File: src/rtl/adder_pipe_vr.sv
// adder_pipe_vr: parametrised, pipelined unsigned adder/subtractor with a
// valid/ready handshake on both sides.
//
// Each of the STAGES pipeline registers resolves one WIDTH/STAGES-bit ripple
// slice and forwards the carry. It also forwards the not-yet-added high
// slices of A and B', the completed low sum slices, and the mode bits of
// its beat. Subtraction is A + ~B + 1: B is inverted and carry-in is set at
// slice 0. The whole pipeline advances together whenever the output
// register is empty or is being drained.
//
// Parameters:
//   WIDTH   operand width in bits (must be divisible by STAGES)
//   STAGES  pipeline depth, 1..4; latency is STAGES cycles
//
// Ports:
//   clk        clock, rising edge
//   rst        asynchronous active-high reset; discards in-flight beats
//   in_valid   input beat present
//   in_ready   block accepts input this cycle (= !out_valid || out_ready)
//   in_a       operand A, unsigned
//   in_b       operand B, unsigned
//   in_sub     0 = A+B, 1 = A-B
//   in_sat     0 = wrap, 1 = saturate
//   out_valid  result present
//   out_ready  downstream accepts result
//   out_sum    WIDTH+1 result; MSB is carry (add) or borrow (sub) when wrapping
//   out_ovf    carry-out (add) or borrow (sub), regardless of in_sat
module adder_pipe_vr #(
    parameter int WIDTH  = 16,
    parameter int STAGES = 2
) (
    input  logic             clk,
    input  logic             rst,
    input  logic             in_valid,
    output logic             in_ready,
    input  logic [WIDTH-1:0] in_a,
    input  logic [WIDTH-1:0] in_b,
    input  logic             in_sub,
    input  logic             in_sat,
    output logic             out_valid,
    input  logic             out_ready,
    output logic [WIDTH:0]   out_sum,
    output logic             out_ovf
);

    localparam int SL = WIDTH / STAGES;

    // Stage registers: index k holds a beat whose slices 0..k are resolved.
    logic [STAGES-1:0] s_v;
    logic [WIDTH-1:0]  s_a   [STAGES];
    logic [WIDTH-1:0]  s_b   [STAGES];
    logic [WIDTH-1:0]  s_sum [STAGES];
    logic              s_c   [STAGES];
    logic              s_sub [STAGES];
    logic              s_sat [STAGES];

    // Next-state values for every stage.
    logic [STAGES-1:0] n_v;
    logic [WIDTH-1:0]  n_a   [STAGES];
    logic [WIDTH-1:0]  n_b   [STAGES];
    logic [WIDTH-1:0]  n_sum [STAGES];
    logic              n_c   [STAGES];
    logic              n_sub [STAGES];
    logic              n_sat [STAGES];

    // Source of the stage currently being evaluated in the loop below.
    logic              src_v;
    logic [WIDTH-1:0]  src_a;
    logic [WIDTH-1:0]  src_b;
    logic [WIDTH-1:0]  src_sum;
    logic              src_c;
    logic              src_sub;
    logic              src_sat;
    logic [SL:0]       part;

    logic adv;
    logic last_ovf;

    assign adv       = !out_valid || out_ready;
    assign in_ready  = adv;
    assign out_valid = s_v[STAGES-1];

    always_comb begin
        src_v   = 1'b0;
        src_a   = '0;
        src_b   = '0;
        src_sum = '0;
        src_c   = 1'b0;
        src_sub = 1'b0;
        src_sat = 1'b0;
        part    = '0;
        n_v     = '0;
        for (int unsigned k = 0; k < STAGES; k++) begin
            if (k == 0) begin
                src_v   = in_valid;
                src_a   = in_a;
                src_b   = in_sub ? ~in_b : in_b;
                src_sum = '0;
                src_c   = in_sub;
                src_sub = in_sub;
                src_sat = in_sat;
            end else begin
                src_v   = s_v[k-1];
                src_a   = s_a[k-1];
                src_b   = s_b[k-1];
                src_sum = s_sum[k-1];
                src_c   = s_c[k-1];
                src_sub = s_sub[k-1];
                src_sat = s_sat[k-1];
            end
            part = {1'b0, src_a[k*SL +: SL]} + {1'b0, src_b[k*SL +: SL]}
                 + {{SL{1'b0}}, src_c};
            n_v[k]   = src_v;
            n_a[k]   = src_a;
            n_b[k]   = src_b;
            n_sum[k] = src_sum;
            n_sum[k][k*SL +: SL] = part[SL-1:0];
            n_c[k]   = part[SL];
            n_sub[k] = src_sub;
            n_sat[k] = src_sat;
        end
    end

    // Data registers load only with a valid beat, so bubbles never disturb
    // the held output value.
    always_ff @(posedge clk or posedge rst) begin
        if (rst) begin
            s_v <= '0;
            for (int unsigned k = 0; k < STAGES; k++) begin
                s_a[k]   <= '0;
                s_b[k]   <= '0;
                s_sum[k] <= '0;
                s_c[k]   <= 1'b0;
                s_sub[k] <= 1'b0;
                s_sat[k] <= 1'b0;
            end
        end else if (adv) begin
            s_v <= n_v;
            for (int unsigned k = 0; k < STAGES; k++) begin
                if (n_v[k]) begin
                    s_a[k]   <= n_a[k];
                    s_b[k]   <= n_b[k];
                    s_sum[k] <= n_sum[k];
                    s_c[k]   <= n_c[k];
                    s_sub[k] <= n_sub[k];
                    s_sat[k] <= n_sat[k];
                end
            end
        end
    end

    // Borrow is the inverted carry when subtracting.
    assign last_ovf = s_sub[STAGES-1] ? !s_c[STAGES-1] : s_c[STAGES-1];
    assign out_ovf  = last_ovf;

    always_comb begin
        if (s_sat[STAGES-1] && last_ovf) begin
            out_sum = s_sub[STAGES-1] ? '0 : {1'b0, {WIDTH{1'b1}}};
        end else begin
            out_sum = {last_ovf, s_sum[STAGES-1]};
        end
    end

endmodule

File: config.mk
export PLATFORM = sky130hd
export DESIGN_NAME = adder_pipe_vr
export DESIGN_NICKNAME = d
export VERILOG_FILES = /design/src/rtl/adder_pipe_vr.sv
export SDC_FILE = /design/constraint.sdc
export NUM_CORES = 1
export LEC_CHECK = 0
export BUFFER_PORTS_ARGS = -buffer_cell sky130_fd_sc_hd__buf_2
export CORE_MARGIN = 2
export CORE_UTILIZATION = 45
export CTS_BUF_LIST = sky130_fd_sc_hd__clkbuf_16
export DETAILED_ROUTE_END_ITERATION = 12
export PLACE_DENSITY = 0.72
export SLEW_MARGIN = 20
export SYNTH_ARGS = -nofsm -noshare
export SYNTH_HDL_FRONTEND = slang
export SYNTH_SLANG_ARGS = --single-unit
export TNS_END_PERCENT = 1
File: constraint.sdc
create_clock -name clk -period 2.7 [get_ports clk]
set_clock_uncertainty 0.2 [all_clocks]
set_input_delay 0 -clock clk [delete_from_list [all_inputs] [get_ports clk]]
set_output_delay 0 -clock clk [all_outputs]
set_load 0.02 [all_outputs]
==> impl_metrics.ini <==
[worst_setup_path]
crit_path_start_kind = flip-flop
critical_path.max_fanout = 3
endpoint_kind = flip-flop
critPathKind = flip-flop to flip-flop
critPathRequiredTime_ns = 2.66
r2r_slack_ns = 0.24
cp.arrival_ns = 2.41

[outcome]
status = finished, final reports clean

[timing]
setup_viol = 0
hold_viol_final = 0
drv_slew = 0
final.setup.tns_ns = 0
setup_ws_ns = 0.245
rsz0062_at_grt = no
worst_pin_slew_ns = 0.804
fmax_ghz = 0.407
min_period_over_period = 0.909
slew_headroom = 0.463
layout_min_cycle_time_ns = 2.46
hold_ws_ns = 0.00260

[power]
internal_power_w = 0.00197
switchingPower_w = 0.00129
clkPwrFrac = 0.212
powerDensity_nw_per_um2 = 926
pwr-share-comb = 0.441
max-vdd-ir-drop_mv = 0.515
pwr-share-seq = 0.347
p_leak_nw = 1.65
swShare = 0.396

[synth]
ys.flop_type = dfrtp_1
synth_area_leaders = dfrtp_1 43%, ha_1 6.3%, o21ai_1 6.3%
ys_ff_latch = 48
syn_inst = 286
netlist.top_cell.by_area = dfrtp_1
ys_async_sr_fraction = 1.00
synth_nets = 341
synth_most_common_cell = dfrtp_1
synth_common_cells = 48 x dfrtp_1, 44 x nand2_1, 35 x o21ai_1
postSynthAreaPerCell_um2 = 9.71
synth_top_area_frac = 0.433
syn_area_um2 = 2780
ys_seq_area_frac = 0.433
ys_types = 37
yosysWarnings = 0
synth_edf_count = 0

[routing]
drcViolationCount = 0
dr.pass1.iters = 4
first_iter_violations = 127
num_vias = 2247
antenna_left = 0
wl_per_cell_um = 12.7
routed_wl_um = 5590
via_per_inst = 5.12

[clock_network]
cts_root_buf = clkbuf_16
htreeDepth = 2
clk_transition_reported_paths_ns = 0.06
cts_tree = built
clock_path_buffers = 2
cts_setup_buffers = 0
clkSinkCount = 48
cts_resized = 0
cts_buffers = 5
holdBufCountCts = 24
clk_latency_ns = 0.28

[floorplan]
top_level_ports = 58
die_h_um = 82.6
start_util = 0.466
core_area_um2 = 5960
fp.dieW_um = 82.6
rows = 28
fp.dieArea_um2 = 6810

[final_layout]
regArea_um2 = 1200
area_growth_pct = 26.9
drive_gt1_frac = 0.225
diodes = 0
multi_input_area_um2 = 1480
n_fill_cell = 512
nets = 418

[global_route]
grt_max_degree = 49
first_global_vias = 2102
grt_pass1_wl_um = 9480
grt_overflow = 0
antenna_found_initial = 0
track_usage = 0.181

[run]
max_cap_viol_count = 0

[hold_path]
hold_path_class = input port to flip-flop

[placed_design]
place_hpwl_um = 4090
pre_cts_slack_ns = 0.319
globalplace.congestion = 0.784
port_buffers = 57
==> worst max-delay path: stages (launching register included) <==
cell and delay, ns:
dfrtp_1 0.40, fa_1 0.49, fa_1 0.42, a21oi_1 0.21
o211ai_1 0.12, a21oi_1 0.21, xor2_1 0.19, o21ai_1 0.08
==> power groups by stage <==
| stage | Sequential (W) | Combinational [W] | Clock [W] |
|---|---|---|---|
| after floorplan | 0.00106 | 0.00110 | 0 |
| after global placement | 0.00113 | 0.00138 | 0 |
| after detailed placement | 0.00114 | 0.00142 | 0 |
| after CTS | 0.00113 | 0.00146 | 0.000700 |
| after global routing | 0.00117 | 0.00161 | 0.000720 |
| final | 0.00113 | 0.00144 | 0.000691 |
==> layout by cell type, fill, tap and decap left out, drive strengths merged, types with 2 or more instances in the layout <==
master,netlist,final
ha,14,14
a21oi,8,8
nand3,3,3
o31ai,5,5
dlygate4sd3,0,24
nor2b,2,2
xor2,14,14
clkbuf,9,5
nor2,21,21
o211ai,2,2
dfrtp,48,48
nand2,44,44
nand2b,5,5
buf,6,61
o21a,5,5
nor3,4,4
clkinv,0,2
mux2,22,22
inv,8,7
xnor2,10,10
o21ai,38,38
a211oi,2,2
and2,2,2
fa,3,3
==> worst paths after layout <==
kind | start | to | cells past startpoint
max | src_a[8]$_DFFE_PP0P_ | s_sum[14]$_DFFE_PP0P_ | 7
min in group asynchronous | rst | s_sum[1]$_DFFE_PP0P_ | 3
max in group asynchronous | rst | s_v[0]$_DFFE_PP0N_ | 3
min reg2reg | s_v[0]$_DFFE_PP0N_ | s_v[1]$_DFFE_PP0N_ | 2
min | in_sub | src_b[14]$_DFFE_PP0P_ | 3
max reg2reg | src_a[8]$_DFFE_PP0P_ | s_sum[14]$_DFFE_PP0P_ | 7
==> stage by stage <==
step / util / cell area, um2 / cells / power [W]
after floorplan: - / 2780 / 286 / 0.00216
after global placement: 0.523 / 3120 / 407 / 0.00251
after detailed placement: 0.523 / 3120 / 407 / 0.00256
after CTS: 0.592 / 3520 / 439 / 0.00328
after global routing: 0.592 / 3520 / 439 / 0.00349
final: 0.592 / 3520 / 439 / 0.00326
==> final cells by class <==
class,instances,area share
Clock buffer,5,0.0355
Clock inverter,3,0.0121
Inverter,8,0.00887
Multi-Input combinational cell,215,0.419
Sequential cell,48,0.341
Tap cell,75,0.0266
Timing Repair Buffer,85,0.158
==> metal layers <==
| layer | wire length [um] | up-vias | track usage |
|---|---|---|---|
| met1 | 2800 | 1055 | 0.263 |
| li1 | - | 1133 | - |
| met4 | 116 | 0 | 0.0820 |
| met2 | 2440 | 49 | 0.271 |
| met3 | 241 | 10 | 0.0228 |
| met5 | 0 | - | 0 |
==> sequential cells by signal, indices dropped and copies added, names as in the netlist <==
register  count
s_sum        16
src_a         8
src_b         8
src_sum       8
s_v           2
s_c           1
s_sat         1
s_sub         1
src_c         1
src_sat       1
src_sub       1
==> cells by family (layout without fill, tap and decap cells) <==
kind of cell	Yosys count	count (layout)	synth area share
AO/OA/AOI/OAI	69	69	0.153
AND/OR/NAND/NOR	82	82	0.123
buffers and inverters	23	101	0.0361
adder cells (fa/ha/maj)	17	17	0.0847
XOR/XNOR	24	24	0.0757
flip-flops	48	48	0.433
multiplexers	23	23	0.0942
No activity file was read; power rests on OpenSTA's default activity.
